File: src/rtl/fetch_stage.sv
// fetch_stage: RV32 instruction fetch stage and IF/ID pipeline register.
//
// The block holds the PC and issues one instruction-memory read at a time.
// It captures the returned word and its PC into the IF/ID register. The
// opcode field goes combinationally to the decode-stage control unit.
// It supports back-pressure from decode, and PC redirect with flush from
// branch resolution.
//
// Parameters:
//   RESET_PC        PC loaded on reset.
//
// Ports:
//   clk             clock, rising edge
//   rst             synchronous active-high reset
//   imem_req        read request pulse (memory always accepts)
//   imem_addr       word-aligned read address, valid with imem_req
//   imem_rvalid     read data valid
//   imem_rdata      instruction word
//   redirect_valid  branch taken: load redirect_pc and flush
//   redirect_pc     redirect target (bits [1:0] ignored)
//   id_ready        decode accepts the held instruction this cycle
//   id_valid        IF/ID register holds a valid instruction
//   id_instr        held instruction
//   id_pc           PC of the held instruction
//   id_opcode       id_instr[6:0], to the control unit
//
// Configuration macro:
//   FETCH_FLUSH_NOP_EN  when defined, id_instr is loaded with a NOP
//                       (addi x0,x0,0) whenever id_valid is cleared.
module fetch_stage #(
  parameter logic [31:0] RESET_PC = 32'h0000_0000
) (
  input  logic        clk,
  input  logic        rst,
  output logic        imem_req,
  output logic [31:0] imem_addr,
  input  logic        imem_rvalid,
  input  logic [31:0] imem_rdata,
  input  logic        redirect_valid,
  input  logic [31:0] redirect_pc,
  input  logic        id_ready,
  output logic        id_valid,
  output logic [31:0] id_instr,
  output logic [31:0] id_pc,
  output logic [6:0]  id_opcode
);

  localparam logic [31:0] NOP = 32'h0000_0013;

  typedef enum logic [1:0] {FETCH, WAIT, DROP} state_t;

  state_t      state, state_next;
  logic [31:0] pc;
  logic [31:0] req_pc;
  logic        free;
  logic        fire;
  logic        load;

  // The low bits of the redirect target are forced to zero.
  logic unused_redirect_lsbs;
  assign unused_redirect_lsbs = ^redirect_pc[1:0];

  always_comb begin
    free = !id_valid || id_ready;
    fire = (state == FETCH) && free && !redirect_valid && !rst;
    load = (state == WAIT) && imem_rvalid && !redirect_valid;
  end

  assign imem_req  = fire;
  assign imem_addr = pc;
  assign id_opcode = id_instr[6:0];

  always_comb begin
    state_next = state;
    case (state)
      FETCH: if (fire) state_next = WAIT;
      WAIT: begin
        if (imem_rvalid)         state_next = FETCH;
        else if (redirect_valid) state_next = DROP;
      end
      DROP:    if (imem_rvalid) state_next = FETCH;
      default: state_next = FETCH;
    endcase
  end

  always_ff @(posedge clk) begin
    if (rst) begin
      state    <= FETCH;
      pc       <= RESET_PC;
      req_pc   <= '0;
      id_valid <= 1'b0;
      id_instr <= NOP;
      id_pc    <= '0;
    end else begin
      state <= state_next;

      if (redirect_valid) begin
        pc <= {redirect_pc[31:2], 2'b00};
      end else if (fire) begin
        req_pc <= pc;
        pc     <= pc + 32'd4;
      end

      // A load only happens in WAIT, where the register is always empty,
      // so it never races with a consume.
      if (load) begin
        id_valid <= 1'b1;
        id_instr <= imem_rdata;
        id_pc    <= req_pc;
      end else if (redirect_valid || (id_valid && id_ready)) begin
        id_valid <= 1'b0;
`ifdef FETCH_FLUSH_NOP_EN
        id_instr <= NOP;
`endif
      end
    end
  end

endmodule

File: config.mk
export PLATFORM = sky130hd
export DESIGN_NAME = fetch_stage
export DESIGN_NICKNAME = d
export VERILOG_FILES = /design/src/rtl/fetch_stage.sv
export SDC_FILE = /design/constraint.sdc
export NUM_CORES = 1
export LEC_CHECK = 0
export ABC_AREA = 1
export BUFFER_PORTS_ARGS = -buffer_cell sky130_fd_sc_hd__buf_2
export CORE_ASPECT_RATIO = 0.75
export CORE_UTILIZATION = 31
export CTS_BUF_LIST = sky130_fd_sc_hd__clkbuf_4
export DETAILED_ROUTE_END_ITERATION = 10
export GPL_ROUTABILITY_DRIVEN = 0
export GPL_TIMING_DRIVEN = 0
export PLACE_DENSITY = 0.52
export SYNTH_ARGS = -nofsm -noshare
export SYNTH_HDL_FRONTEND = slang
export SYNTH_SLANG_ARGS = --single-unit
export TNS_END_PERCENT = 20
File: constraint.sdc
create_clock -name clk -period 2.25 [get_ports clk]
set_input_delay 0.1125 -clock clk [delete_from_list [all_inputs] [get_ports clk]]
set_output_delay 0.1125 -clock clk [all_outputs]
set_load 0.1 [all_outputs]
# Word level (Yosys, flattened, before mapping)
# Cells that the tools add are included.
classes:
  n_reduce_logical: 17
  muxes: 9
  n_addsub: 1
  eq_ne: 5
  bitwise: 1
ops:
  columns: ["operator", "n"]
  rows:
  - ["two-way mux 32 bit", 2]
  - ["adder 32 x 3 -> 32 bit, second input constant", 1]
  - ["two-way mux 2 bit", 4]
  - ["logical AND 1 bit", 6]
  - ["one-hot mux 2 bit (3 select lines)", 1]
  - ["inequality test 2 bit, second input constant", 2]
  - ["nonzero test 2 bit", 2]
  - ["zero test 1 bit", 3]
  - ["inequality test 3 bit, second input constant", 1]
  - ["AND reduction 3 bit", 1]
  - ["equality test 2 x 1 -> 1 bit, second input constant", 1]
  - ["equality test 2 bit, second input constant", 1]
  - ["zero test 2 bit", 1]
  - ["logical OR 1 bit", 2]
  - ["two-way mux 1 bit", 2]
  - ["AND reduction 2 bit", 1]
  - ["OR reduction 2 bit", 1]
  - ["inverter 1 bit", 1]
word_totals:
  out_inout_bits: 105
  input_bits: 69
  reg_bits: 131
  wordCells: 40

# Logic depth before layout (Yosys ltp)
logic_depth:
  ltp_word: 7
  mapped_depth: 10
  ltp_nobuf: 10

# Worst setup path after synthesis
# OpenSTA, ideal clock, no wires.
synth_path:
  path_kind: "flip-flop to flip-flop"
  start: "reg pc[3] (netlist: imem_addr[3])"
  end: "reg pc[30] (netlist: imem_addr[30])"
  setup_ns: 0.109
  arrival_ns: 2.151
  required_ns: 2.141
  path_stages_with_launch: 11
  slack_ns: -0.010
  n_path_buf: 0
  synth_period_minus_slack_ns: 2.260
  cell_sequence: "dfxtp_1 -> ha_1 -> nand2_1 -> nor2_2 -> nand3_2 -> nor2_4 -> nand2_1 -> nand2_1 -> nand3_1 -> nand2_1 -> inv_1"
synth_between:
  elab_chain_cells: 3
synth_rtl:
  columns: ["element", "line", "text"]
  rows:
  - ["start: declaration", "53", "logic [31:0] pc;"]
  - ["start signal: assignment", "98", "pc <= {redirect_pc[31:2], 2'b00};"]
  - ["start signal: assignment", "101", "pc <= pc + 32'd4;"]
  - ["adder 32 x 3 -> 32 bit", "101", null]
  - ["two-way mux 32 bit", "99", "end else if (fire) begin"]
  - ["two-way mux 32 bit", "97", "if (redirect_valid) begin"]
# Every way passes these cells. The select of a mux whose other input is x is not followed.
# A chain may end at the register's enable or synchronous reset.

# Final worst setup path
layout_path:
  start: "reg state[0]"
  end: "out imem_req"
layout_between:
  elab_chain_cells: 4
layout_rtl:
  columns: ["element", "line", "text"]
  rows:
  - ["start: declaration", "52", "state_t state, state_next;"]
  - ["start signal: assignment", "95", "state <= state_next;"]
  - ["zero test 2 bit", "65", "fire = (state == FETCH) && free && !redirect_valid && !rst;"]
  - ["logical AND 1 bit (3 in series)", "65", null]
  - ["end: declaration", "35", "output logic imem_req,"]
# Every way passes these cells.

==> flow_summary.toml <==
[worst_setup_path]
critical_path.cell_chain = "nor2_1 > nand3_2 > buf_6 > inv_2 > buf_6 > buf_6 > buf_4"
worst-setup-path-type = "flop to primary output"
worst_ep_required_time_ns = 2.14
crit_slowest_cell = "sky130_fd_sc_hd__dfxtp_1"
highest_net_fanout_along_the_worst_path = 10
critPathMaxStageDelay_ns = 0.34
endpoint_kind = "primary output"
timing.critical_path.from_type = "flop"
worst_path_most_repeated_cell = "sky130_fd_sc_hd__buf_6"
critical_path_data_arrival_time_ns = 1.93

[timing]
final-hold-violation-count = 0
timing.setup.tns_ns = 0
postLayoutSetupSlackWorst_ns = 0.208
worst_pin_slew_ns = 0.657
max_slew_margin_pct = 56.2
clock.fmax_mhz = 490
clock-skew-final_ns = 0.0239
layout_worst_path_cycle_share_pct = 90.8
grt_setup_unrepaired = "false"
final-setup-viol-count = 0
drv_slew = 0
finalCriticalPeriod_ns = 2.04

[logic_synthesis]
share_of_the_synthesized_area_in_compound_gates_ao_oa_aoi_oai_pct = 15.5
synthesis.area_per_instance_sq_um = 7.10
synth-adder-area-share_pct = 0.224
ys_top_cells_by_count = "sky130_fd_sc_hd__nand2_1, sky130_fd_sc_hd__nor2_1, sky130_fd_sc_hd__dfxtp_1"
portion_of_the_post_synthesis_area_used_by_sequential_elements_pct = 44.8
post-synth-top-area-fraction_pct = 44.8
yosys.area_share.xor_xnor_pct = 0.627
synth.most_common_cell = "sky130_fd_sc_hd__nand2_1"
synth_top_family_by_area = "simple AND/OR/NAND/NOR gates"
number_of_enable_type_register_cells_in_the_synthesized_netlist = 0
postSynth.topFlopCell = "sky130_fd_sc_hd__dfxtp_1"
post_synth_main_area_contributors = "sky130_fd_sc_hd__dfxtp_1, sky130_fd_sc_hd__nand2_1, sky130_fd_sc_hd__nor2_1"
synthCells = 788
synthSimpleGateAreaFrac_pct = 27.3
synth-warning-count = 0
netlist-cell-type-count = 32
synthMuxAreaShare_pct = 0
most_area_hungry_cell_type_in_the_yosys_netlist = "sky130_fd_sc_hd__dfxtp_1"
yosys_register_bits = 125
syn_area_sq_um = 5590
ys_async_sr_fraction_pct = 0

[power_and_ir_drop]
design_power_total_mw = 5.24
irDropWorstVdd_uv = 369
power_leakage_nw = 3.68
power_per_cell_area_nw_per_um2 = 679

[die]
core_region_area_sq_um = 17700
area_enclosed_by_the_die_boundary_sq_um = 18600
floorplan.initialDensity_pct = 31.7
design.portCount = 174
die_h_um = 118
num_rows = 42
die_w_um = 157

[clock_tree]
clock_tree.buffer_depth = 2
clock_tree_from_tritoncts = "built"
numClockSinks = 125
numCtsBuffers = 17
path_clk_slew_ns = 0.11
cts_root_buf = "sky130_fd_sc_hd__clkbuf_4"
maximum_level_of_the_cts_h_tree = 4
clk-insertion-delay-late_ns = 0.51

[grt]
wire_length_of_the_first_global_routing_pass_um = 28700
first_global_vias = 5366
grt_start_max_net_pins = 17
number_of_antenna_violations_at_the_first_check_in_global_routing = 0
groute.usage.overall_pct = 20.1
grt_remaining_overflow = 0

[route]
route.vias.total = 5786
routedWlPerCell_um = 14.1
drt-total-wl_um = 18300
detail_route.first_pass.iterations = 7
drt.antenna.violating_nets = 0
initialDrtViolationCount = 368
route.detailed.vias_per_inst = 4.46
drc = 0

[placed_design]
dpl.hpwl_um = 13400
numPortBuffers = 166
pre_cts_ws_ns = 0.321
numPlacedInstances = 1199

[final_layout]
final_layout_size_suffix_gt1_share_pct = 24.2
design.final.nets = 1112
area_growth_syn_to_layout_pct = 38.0
n_fill_cell = 1928
n_antenna_cell = 0
stdcell_count = 1297

[run_status]
status = "finished, final reports clean"

[worst_hold_path]
timing.hold.worst.class = "input port to flop"

[run]
maxCapViolCount = 0
-- report_power, final --
part           internal [mW]  switching [mW]
sequential              2.30          0.0759
clock                  0.896           0.872
combinational          0.285           0.809
-- placed cells by master, fill, tap and decap left out, types with 2 or more instances in the layout --
master	netlist	routed
sky130_fd_sc_hd__nor2_2	12	12
sky130_fd_sc_hd__nor2_1	139	139
sky130_fd_sc_hd__xor2_1	4	4
sky130_fd_sc_hd__buf_4	12	13
sky130_fd_sc_hd__a22oi_1	5	5
sky130_fd_sc_hd__clkinv_2	0	4
sky130_fd_sc_hd__a31oi_1	3	3
sky130_fd_sc_hd__buf_1	2	2
sky130_fd_sc_hd__nor2_4	6	6
sky130_fd_sc_hd__a211oi_2	2	2
sky130_fd_sc_hd__clkbuf_4	0	19
sky130_fd_sc_hd__clkbuf_1	20	20
sky130_fd_sc_hd__buf_6	9	9
sky130_fd_sc_hd__clkbuf_2	3	3
sky130_fd_sc_hd__nand3b_1	3	3
sky130_fd_sc_hd__clkinv_4	0	2
sky130_fd_sc_hd__o21ai_0	83	83
sky130_fd_sc_hd__o21ai_1	2	2
sky130_fd_sc_hd__clkinv_1	0	2
sky130_fd_sc_hd__dlygate4sd3_1	0	66
sky130_fd_sc_hd__a21oi_1	45	45
sky130_fd_sc_hd__conb_1	1	4
sky130_fd_sc_hd__bufinv_16	0	4
sky130_fd_sc_hd__buf_2	7	172
sky130_fd_sc_hd__nand3_2	2	2
sky130_fd_sc_hd__inv_1	82	82
sky130_fd_sc_hd__nand4_1	4	4
sky130_fd_sc_hd__nand3_1	46	46
sky130_fd_sc_hd__inv_2	3	3
sky130_fd_sc_hd__nand2_1	147	147
sky130_fd_sc_hd__dfxtp_1	125	124
sky130_fd_sc_hd__a211oi_1	15	15
-- cells by family after synthesis --
| kind of cell | Yosys count |
|---|---|
| and+or+nand+nor | 361 |
| xor gates and xnor gates | 4 |
| AOI/OAI and AO/OA | 158 |
| buffers and inverters | 138 |
| adders and majority gates | 1 |
| other | 1 |
| DFF | 125 |
-- layout make-up --
cell class / instances / area (sq um) / area share, %
Inverter: 85 / 319 / 4.13
Multi-Input combinational cell: 528 / 2460 / 31.8
Tap cell: 242 / 303 / 3.92
Buffer: 53 / 324 / 4.20
Timing Repair Buffer: 232 / 1490 / 19.4
Sequential cell: 125 / 2500 / 32.4
Clock inverter: 13 / 173 / 2.24
Clock buffer: 19 / 143 / 1.85
-- flip-flops by register name (all words and copies together), names as in the netlist --
| name | cells |
|---|---|
| id_valid | 1 |
| imem_addr | 30 |
| id_pc | 30 |
| id_instr | 32 |
| state | 2 |
| req_pc | 30 |
-- critical path, delay by kind of cell, from the launching register on --
kind / cells / cell delay, ns
DFF: 1 / 0.34
buffers and inverters: 5 / 0.84
and+or+nand+nor: 2 / 0.24
-- repair_timing --
action                                 CTS  global route
setup endpoints to repair                0             1
endpoints found under the hold margin   65             0
buffers inserted                         0             0
hold buffers                            66             0
resized for setup                        0             2
-- metrics by stage --
stage / instance area [sq um] / util, % / hold WS (ns)
CTS: 7710 / 43.7 / 0.0261
finish: 7720 / 43.7 / 0.0770
floorplan: 5600 / - / 0.240
global placement: 6740 / 38.2 / 0.326
detailed placement: 6740 / 38.2 / 0.329
global route: 7720 / 43.7 / 0.0570
-- per-layer routing --
metal | vias up | GRT usage [%] | share of wire (%)
met4 | 0 | 4.19 | 0.35
met5 | - | 0 | 0
met3 | 5 | 5.79 | 7.6
met2 | 184 | 28.4 | 40
met1 | 2571 | 29.7 | 52
li1 | 3026 | - | -
-- path summary, 6_finish.rpt --
check / depth (start not counted) / slack (ns) / endpoint / from
worst max-delay path: 7 / 0.21 / imem_req / state[0]
worst min-delay path: 6 / 0.08 / imem_addr[5] / redirect_valid
worst max register to register: 8 / 0.33 / id_pc[28] / state[0]
worst min register to register: 2 / 0.47 / id_pc[2] / req_pc[2]
No activity file was read; power rests on OpenSTA's default activity.
